==> src/rtl/ntt_bf_sched.sv <==
// ntt_bf_sched: stage/address scheduler for a radix-2 add/sub butterfly PE
// working in place on an N-point coefficient RAM.
//
// On start_i it sweeps all LOG_N stages, forward (half-span shrinking) or
// inverse (half-span growing). It issues one butterfly read pair per cycle.
// The addresses are carried through a shift line that matches RAM read
// latency plus PE latency, and they come out as the write-back pair. The
// pipeline is drained between stages, so no stage reads a word before the
// previous stage has written it.
//
// Ports
//   clk_i                    clock, rising edge
//   rst_i                    asynchronous, active-high reset
//   start_i, mode_i          run request and direction (0 fwd, 1 inv)
//   busy_o, done_o           run in progress / one-cycle completion pulse
//   rd_en_o, rd_addr_u/v_o   butterfly operand read pair
//   bf_sel_o                 latched direction, goes to the PE sel input
//   wr_en_o, wr_addr_u/v_o   write-back pair (upper result to u, lower to v)
//   stage_o                  current stage index
//
// state    | meaning
// ---------+---------------------------------------------------------
// S_IDLE   | waiting for start_i
// S_ISSUE  | one read pair per cycle, j = 0 .. N/2-1
// S_DRAIN  | MEM_LAT+PE_LAT cycles with no reads, pending writes retire
// S_DONE   | done_o pulse, then back to S_IDLE

module ntt_bf_sched #(
  parameter int N       = 256,
  parameter int LOG_N   = 8,
  parameter int ADDR_W  = 8,
  parameter int PE_LAT  = 6,
  parameter int MEM_LAT = 1
) (
  input  logic                     clk_i,
  input  logic                     rst_i,
  input  logic                     start_i,
  input  logic                     mode_i,
  output logic                     busy_o,
  output logic                     done_o,
  output logic                     rd_en_o,
  output logic [ADDR_W-1:0]        rd_addr_u_o,
  output logic [ADDR_W-1:0]        rd_addr_v_o,
  output logic                     bf_sel_o,
  output logic                     wr_en_o,
  output logic [ADDR_W-1:0]        wr_addr_u_o,
  output logic [ADDR_W-1:0]        wr_addr_v_o,
  output logic [$clog2(LOG_N)-1:0] stage_o
);

  localparam int STG_W = $clog2(LOG_N);
  localparam int J_W   = LOG_N - 1;
  localparam int DLY   = MEM_LAT + PE_LAT;
  localparam int CNT_W = $clog2(DLY + 1);

  localparam logic [J_W-1:0]   J_LAST     = J_W'(N / 2 - 1);
  localparam logic [STG_W-1:0] STG_LAST   = STG_W'(LOG_N - 1);
  localparam logic [CNT_W-1:0] DRAIN_LOAD = CNT_W'(DLY - 1);

  typedef enum logic [1:0] {
    S_IDLE,
    S_ISSUE,
    S_DRAIN,
    S_DONE
  } state_t;

  state_t              state_q;
  logic [J_W-1:0]      j_q;
  logic [STG_W-1:0]    stage_q;
  logic [CNT_W-1:0]    cnt_q;
  logic                bf_sel_q;
  logic                busy_q;
  logic                done_q;
  logic                rd_en_q;
  logic [ADDR_W-1:0]   rd_u_q;
  logic [ADDR_W-1:0]   rd_v_q;

  logic                vld_q [DLY];
  logic [ADDR_W-1:0]   au_q  [DLY];
  logic [ADDR_W-1:0]   av_q  [DLY];

  // Next read pair to load: selects which (j, stage, direction) the next
  // issued read belongs to, so the FSM can register the address directly.
  logic [J_W-1:0]      nxt_j_d;
  logic [STG_W-1:0]    nxt_stage_d;
  logic                nxt_mode_d;
  logic [STG_W-1:0]    nxt_p_d;
  logic [ADDR_W-1:0]   nxt_u_d;
  logic [ADDR_W-1:0]   nxt_v_d;

  // Forward sweeps start at the widest span, inverse at span 1.
  function automatic logic [STG_W-1:0] bit_pos(input logic [STG_W-1:0] stg,
                                               input logic             inv);
    return inv ? stg : (STG_LAST - stg);
  endfunction

  // Insert a 0 at bit p of j: bits below p stay, bits at p and up move up.
  function automatic logic [ADDR_W-1:0] addr_u(input logic [J_W-1:0]   j,
                                               input logic [STG_W-1:0] p);
    logic [ADDR_W-1:0] jx;
    logic [ADDR_W-1:0] lo;
    jx = ADDR_W'(j);
    lo = (ADDR_W'(1) << p) - ADDR_W'(1);
    return ((jx & ~lo) << 1) | (jx & lo);
  endfunction

  always_comb begin
    nxt_j_d     = j_q + J_W'(1);
    nxt_stage_d = stage_q;
    nxt_mode_d  = bf_sel_q;
    if (state_q == S_IDLE) begin
      nxt_j_d     = '0;
      nxt_stage_d = '0;
      nxt_mode_d  = mode_i;
    end else if (state_q == S_DRAIN) begin
      nxt_j_d     = '0;
      nxt_stage_d = stage_q + STG_W'(1);
    end
    nxt_p_d = bit_pos(nxt_stage_d, nxt_mode_d);
    nxt_u_d = addr_u(nxt_j_d, nxt_p_d);
    nxt_v_d = nxt_u_d | (ADDR_W'(1) << nxt_p_d);
  end

  always_ff @(posedge clk_i or posedge rst_i) begin
    if (rst_i) begin
      state_q  <= S_IDLE;
      j_q      <= '0;
      stage_q  <= '0;
      cnt_q    <= '0;
      bf_sel_q <= 1'b0;
      busy_q   <= 1'b0;
      done_q   <= 1'b0;
      rd_en_q  <= 1'b0;
      rd_u_q   <= '0;
      rd_v_q   <= '0;
    end else begin
      case (state_q)
        S_IDLE: begin
          done_q <= 1'b0;
          if (start_i) begin
            bf_sel_q <= mode_i;
            stage_q  <= '0;
            j_q      <= '0;
            busy_q   <= 1'b1;
            rd_en_q  <= 1'b1;
            rd_u_q   <= nxt_u_d;
            rd_v_q   <= nxt_v_d;
            state_q  <= S_ISSUE;
          end
        end
        S_ISSUE: begin
          if (j_q == J_LAST) begin
            rd_en_q <= 1'b0;
            rd_u_q  <= '0;
            rd_v_q  <= '0;
            cnt_q   <= DRAIN_LOAD;
            state_q <= S_DRAIN;
          end else begin
            j_q    <= nxt_j_d;
            rd_u_q <= nxt_u_d;
            rd_v_q <= nxt_v_d;
          end
        end
        S_DRAIN: begin
          if (cnt_q == '0) begin
            if (stage_q == STG_LAST) begin
              busy_q  <= 1'b0;
              done_q  <= 1'b1;
              state_q <= S_DONE;
            end else begin
              stage_q <= nxt_stage_d;
              j_q     <= '0;
              rd_en_q <= 1'b1;
              rd_u_q  <= nxt_u_d;
              rd_v_q  <= nxt_v_d;
              state_q <= S_ISSUE;
            end
          end else begin
            cnt_q <= cnt_q - CNT_W'(1);
          end
        end
        S_DONE: begin
          done_q  <= 1'b0;
          state_q <= S_IDLE;
        end
        default: state_q <= S_IDLE;
      endcase
    end
  end

  // Read-to-write delay line. Reset flushes it, dropping in-flight writes.
  always_ff @(posedge clk_i or posedge rst_i) begin
    if (rst_i) begin
      for (int i = 0; i < DLY; i++) begin
        vld_q[i] <= 1'b0;
        au_q[i]  <= '0;
        av_q[i]  <= '0;
      end
    end else begin
      vld_q[0] <= rd_en_q;
      au_q[0]  <= rd_u_q;
      av_q[0]  <= rd_v_q;
      for (int i = 1; i < DLY; i++) begin
        vld_q[i] <= vld_q[i-1];
        au_q[i]  <= au_q[i-1];
        av_q[i]  <= av_q[i-1];
      end
    end
  end

  assign busy_o      = busy_q;
  assign done_o      = done_q;
  assign rd_en_o     = rd_en_q;
  assign rd_addr_u_o = rd_u_q;
  assign rd_addr_v_o = rd_v_q;
  assign bf_sel_o    = bf_sel_q;
  assign stage_o     = stage_q;
  assign wr_en_o     = vld_q[DLY-1];
  assign wr_addr_u_o = au_q[DLY-1];
  assign wr_addr_v_o = av_q[DLY-1];

endmodule

==> config.mk <==
export PLATFORM = sky130hd
export DESIGN_NAME = ntt_bf_sched
export DESIGN_NICKNAME = d
export VERILOG_FILES = /design/src/rtl/ntt_bf_sched.sv
export SDC_FILE = /design/constraint.sdc
export NUM_CORES = 1
export LEC_CHECK = 0
export ABC_CLOCK_PERIOD_IN_PS = 8850
export BUFFER_PORTS_ARGS = -buffer_cell sky130_fd_sc_hd__buf_2
export CORE_UTILIZATION = 62
export CTS_BUF_LIST = sky130_fd_sc_hd__clkbuf_16
export CTS_CLUSTER_DIAMETER = 200
export DETAILED_ROUTE_END_ITERATION = 6
export PLACE_DENSITY_LB_ADDON = 0.08
export SYNTH_ARGS = -nofsm -noshare
export SYNTH_HDL_FRONTEND = slang
export SYNTH_SLANG_ARGS = --single-unit
==> constraint.sdc <==
create_clock -name clk_i -period 8.85 [get_ports clk_i]
set_input_delay 1.3275 -clock clk_i [delete_from_list [all_inputs] [get_ports clk_i]]
set_output_delay 1.3275 -clock clk_i [all_outputs]
set_load 0.02 [all_outputs]
-- After elaboration in Yosys (flattened, before gate mapping)
Cells that the tools add are included.
- reduce and logical (&&, ||, !) cells: 16
- magnitude comparators: 0
- multiply operators: 0
- mux-type cells: 44
- add/sub/neg operators: 5
- div/mod/pow operators: 0
- bitwise operators: 5
- equality and inequality tests: 12
- shift operators: 1
- operators by type and width (kind ; number):
    $mux 8 ; 8
    $pmux 8 s3 ; 2
    $mux 7 ; 6
    $mux 3 ; 8
    $pmux 7 s3 ; 1
    $or 8x8->8 ; 2
    $pmux 3 s2 ; 2
    $reduce_and 4->1 ; 3
    $ne 2x2->1 const B ; 5
    $reduce_and 5->1 ; 2
    $mux 1 ; 9
    $reduce_and 3->1 ; 3
    $and 7x8->8 ; 1
    $mux 2 ; 4
    $pmux 2 s4 ; 1
    $shl 1x3->8 const A ; 1
    $sub 8x2->8 const B ; 1
    $add 7x1->7 const B ; 1
    $and 7x7->7 ; 1
    $eq 7x7->1 const B ; 1
    $not 7->7 ; 1
    $reduce_bool 2->1 ; 3
    $eq 2x2->1 const B ; 2
    $ne 2x1->1 const B ; 2
    other kinds (12) ; 13
- memories kept: 0
- output and inout bits: 40
- bits in latches: 0
- memory bits (writable): 0
- input bits: 4
- word-level logic and storage cells: 114
- bits in read-only memories: 0
- bits in registers: 154

-- Logic depth before layout (Yosys ltp)
- depth after elaboration: 14
- mapped depth: 13
- depth with buffers taken out: 11

-- Least setup slack after synthesis
No wires, ideal clock.
- kind: register to register
- from: reg stage_q[1], in the netlist stage_o[1]
- to: reg rd_v_q[5], in the netlist rd_addr_v_o[5]
- required time: 8718 ps
- setup slack: 5638 ps
- setup time: 132 ps
- period minus slack after synthesis: 3212 ps
- cell stages (with the launch flop): 12
- path buffers: 1
- data arrival time: 3080 ps
- cell sequence: dfrtp_1 > ha_1 > ha_1 > mux2i_2 > mux2i_2 > a31o_2 > inv_2 > ha_1 > clkbuf_1 > or4_1 > a21oi_1 > o211ai_1
- longest elaborated chain between the ends: 14
- elaborated cells on any way between the ends: 20
- classes of those cells: add/sub (3); eq/ne (2); shift (1); mux (8); bitwise (5); reduce/logical (1)
- RTL lines (item ; RTL line ; RTL):
    start: declaration ; 69 ; logic [STG_W-1:0] stage_q;
    start signal: assignment ; 171 ; stage_q <= nxt_stage_d;
    $add 3x1->3 ; 117 ; nxt_stage_d = stage_q + STG_W'(1);
    $mux 3 ; 115 ; end else if (state_q == S_DRAIN) begin
    $mux 3 ; 111 ; if (state_q == S_IDLE) begin
    $sub 3x3->3 ; 94 ; return inv ? stg : (STG_LAST - stg);
    $mux 3 ; 94 ;
    $shl 1x3->8 ; 103, 121 ;
    $sub 8x2->8 ; 103 ; lo = (ADDR_W'(1) << p) - ADDR_W'(1);
    $not 7->7 ; 104 ; return ((jx & ~lo) << 1) | (jx & lo);
    $and 7x7->7 ; 104 ;
    $or 8x8->8 ; 104 ;
    $or 8x8->8 ; 121 ; nxt_v_d = nxt_u_d | (ADDR_W'(1) << nxt_p_d);
    $mux 8 ; 166 ; if (stage_q == STG_LAST) begin
    $mux 8 ; 165 ; if (cnt_q == '0) begin
    $pmux 8 s3 ; 137 ; case (state_q)
    end signal: assignment ; 147 ; rd_v_q <= nxt_v_d;
    end signal: assignment ; 161 ; rd_v_q <= nxt_v_d;
    end signal: assignment ; 175 ; rd_v_q <= nxt_v_d;
    end: declaration ; 76 ; logic [ADDR_W-1:0] rd_v_q;
Several ways; a longest one is shown, not always the timed one. The select of a mux whose other input is x is not followed.
A chain may end at the register's enable or synchronous reset.

-- Final worst setup path
- from: reg state_q[0]
- to: reg rd_v_q[5], in the netlist rd_addr_v_o[5]
- longest elaborated chain between the ends: 14
- elaborated cells on any way between the ends: 27
- classes of those cells: add/sub (2); eq/ne (5); shift (1); mux (11); bitwise (5); reduce/logical (3)
- RTL lines (item ; RTL line ; RTL):
    start: declaration ; 67 ; state_t state_q;
    start signal: assignment ; 126 ; state_q <= S_IDLE;
    start signal: assignment ; 148 ; state_q <= S_ISSUE;
    start signal: assignment ; 157 ; state_q <= S_DRAIN;
    $eq 2x2->1 ; 115, 137 ;
    $mux 3 ; 115 ;
    $mux 3 ; 111 ;
    $sub 3x3->3 ; 94 ;
    $mux 3 ; 94 ;
    $shl 1x3->8 ; 103, 121 ;
    $sub 8x2->8 ; 103 ;
    $not 7->7 ; 104 ;
    $and 7x7->7 ; 104 ;
    $or 8x8->8 ; 104 ;
    $or 8x8->8 ; 121 ;
    $mux 8 ; 166 ;
    $mux 8 ; 165 ;
    $pmux 8 s3 ; 137 ;
Several ways; a longest one is shown, not always the timed one. The select of a mux whose other input is x is not followed.

==> summary.txt <==
Status -> finished clean
Die Width -> 95.4 microns
Area of the core -> 0.00834 sq mm
Worst-skew pair later-pin latency -> 0.41 ns
Worst hold path type -> reg2reg
Ys flop type -> dfrtp_1
PD cells -> 381 mW/mm^2
FMAX -> 0.263 GHz
Max Cap Viol -> 0
Wirelength per Cell -> 18.0 microns
Routed Wire Length -> 9620 microns
H-tree levels -> 4
Post-synth top area cell -> dfrtp_1
Post-synthesis mux area share -> 2.36%
Clock slew at reported path FFs -> 0.06 ns
ANT cells -> 0
Post-synthesis xor/xnor area fraction -> 1.71%
Compound-Gate Fraction of Synth Area -> 10.9%
Count leader, synth -> dfrtp_1
Synth cell types -> 60
Startpoint Class -> flop
TritonCTS buffer count -> 17
Total Neg Setup Slack -> 0 ns
Die H -> 95.4 microns
Worst slew pin tran -> 0.896 ns
Post-route ant nets -> 0
Drc violations -> 0
Initial antenna violation count -> 0
Total GRT Usage -> 23.9%
Post-layout minimum cycle time -> 3.81 ns
Post-layout net count -> 431
Register area share after synthesis -> 71.3%
GRT Residual Overflow -> 0
Flops & latches, synth -> 154
Synth cell count leaders -> dfrtp_1, nand2_1, buf_4, o21ai_0, a22o_1
Fill cell count -> 502
Slew margin rel. -> 40.2%
Crit Path Max Fanout -> 23
Largest family of logic cells by synthesized area -> compound AO/OA/AOI/OAI gates
Setup violators final -> 0
Post-route setup slack -> 5.04 ns
Layout cells sized above 1 -> 21.0%
Hold-fix buffers, CTS -> 0
Cells after Synth -> 382
Pins Over Slew Limit -> 0
Top Ports -> 44
Hold depth -> 0
Number of global-route vias before repair -> 3,091
Syn Nets -> 397
Detailed Place HPWL -> 5780 microns
Maximum vdd drop -> 0.266 mV
Port bufs -> 43
Worst Skew -> 0.00682 ns
Critical path type -> reg2reg
Static leakage -> 0.00305 uW
Area delta synth->final -> 14.2%
Worst R2R Path Depth -> 10
Vias after detailed routing -> 3,045
Drt pass-1 iters -> 5
Final hold violation count -> 0
Maximum clock path buffer count -> 2
Critical Path RT -> 9.14 ns
First-pass GRT wire length -> 15,600 microns
Crit. End Element -> flop
Adder-cell share of the synthesized area -> 2.55%
Post-synth ARST share -> 100%
Initial DRC count -> 185
Synthesized area -> 0.00540 sq mm
DIE AREA -> 0.00909 sq mm
CTS sink count -> 154
EDFF count, synth -> 0
RSZ-0062 raised after global routing -> no
YS warnings -> 0
Synth top area share -> 71.3%
Critical Path AT -> 4.09 ns
Simple-gate area share of the yosys netlist -> 7.13%
Routability Congestion -> 0.874
TritonCTS clock tree -> done
Postcts setup bufs -> 0
Crit share post-route -> 43.0%
Largest net degree at the start of global routing -> 92
Synth top area cells -> dfrtp_1, ha_1, buf_4, a22o_1, nand2_1
DR vias/cell -> 5.70
FP Rows -> 33
Post-CTS sizing -> 0
Root buf cell -> clkbuf_16
Avg Inst Size Synth -> 14.1 sq um
Placement Setup Slack -> 5.10 ns
Initial Util -> 64.8%
[flip-flops by register name (all words and copies together), names as in the netlist]
| name | count |
|---|---|
| wr_en_o | 1 |
| busy_o | 1 |
| av_q | 48 |
| au_q | 48 |
| state_q | 2 |
| wr_addr_u_o | 8 |
| rd_en_o | 1 |
| done_o | 1 |
| stage_o | 3 |
| cnt_q | 3 |
| rd_addr_v_o | 8 |
| wr_addr_v_o | 8 |
| j_q | 7 |
| bf_sel_o | 1 |
| rd_addr_u_o | 8 |
| vld_q | 6 |
[final cells by class]
class                           count  area [sq um]  area share [%]
Clock buffer                       17           425            6.90
Clock inverter                     15           155            2.52
Inverter                           12          50.0           0.811
Multi-Input combinational cell    187          1330            21.6
Sequential cell                   154          3850            62.5
Tap cell                          105           131            2.13
Timing Repair Buffer               44           223            3.61
[cell families (layout without fill, tap and decap cells)]
| family | after synthesis | after routing |
|---|---|---|
| and+or+nand+nor | 75 | 75 |
| muxes | 11 | 11 |
| buffers and inverters | 41 | 88 |
| AOI/OAI and AO/OA | 81 | 81 |
| xor gates and xnor gates | 9 | 9 |
| adders and majority gates | 11 | 11 |
| DFF | 154 | 154 |
[metal layers]
| layer | up-vias | routed length [microns] | track usage, % |
|---|---|---|---|
| met5 | - | 0 | 0 |
| met4 | 0 | 210 | 10.6 |
| met3 | 20 | 408 | 7.18 |
| met2 | 101 | 4880 | 38.5 |
| met1 | 1531 | 4130 | 29.9 |
| li1 | 1393 | - | - |
[power by group]
group / internal (uW) / switching [uW]
registers: 852 / 76.3
clock network: 398 / 304
logic: 252 / 466
total: 1500 / 846
[worst paths after layout]
check	from	end	slack (ns)
min in group asynchronous	rst_i	au_q[11]	1.08
min	av_q[54]	av_q[46]	0.34
max in group asynchronous	rst_i	av_q[49]	6.53
min reg2reg	av_q[54]	av_q[46]	0.34
max reg2reg	state_q[0]	rd_addr_v_o[5]	5.04
max	state_q[0]	rd_addr_v_o[5]	5.04
[worst max-delay path, cell delays in order, from the launching register on]
cell,delay [ns]
dfrtp_1,0.42
inv_1,0.15
ha_1,0.72
mux2i_2,0.42
mux2i_2,0.54
a31o_2,0.28
inv_2,0.05
ha_1,0.28
or4_1,0.54
a21oi_1,0.18
o211ai_1,0.11
[placed cells by master, fill, tap and decap left out, drive strengths merged, types with 7 or more instances in the layout]
master,synthesis,layout
dfrtp,154,154
buf,21,44
nand2,26,26
o21ai,23,23
inv,12,20
clkbuf,8,17
a22o,13,13
nor2,12,12
ha,11,11
mux2i,9,9
nor3,7,7
[per-stage QoR]
step | cells | hold slack [ns] | instance area [sq um] | utilization (%) | total power [uW]
3_5_place_dp | 502 | 0.335 | 5590 | 67.0 | 1640
5_1_grt | 534 | 0.347 | 6170 | 74.0 | 2480
3_3_place_gp | 502 | 0.332 | 5590 | 67.0 | 1620
4_1_cts | 534 | 0.342 | 6170 | 74.0 | 2360
6_report | 534 | 0.341 | 6170 | 74.0 | 2350
2_1_floorplan | 382 | 0.331 | 5400 | - | 1480
Power figures use the tool's default switching activity.
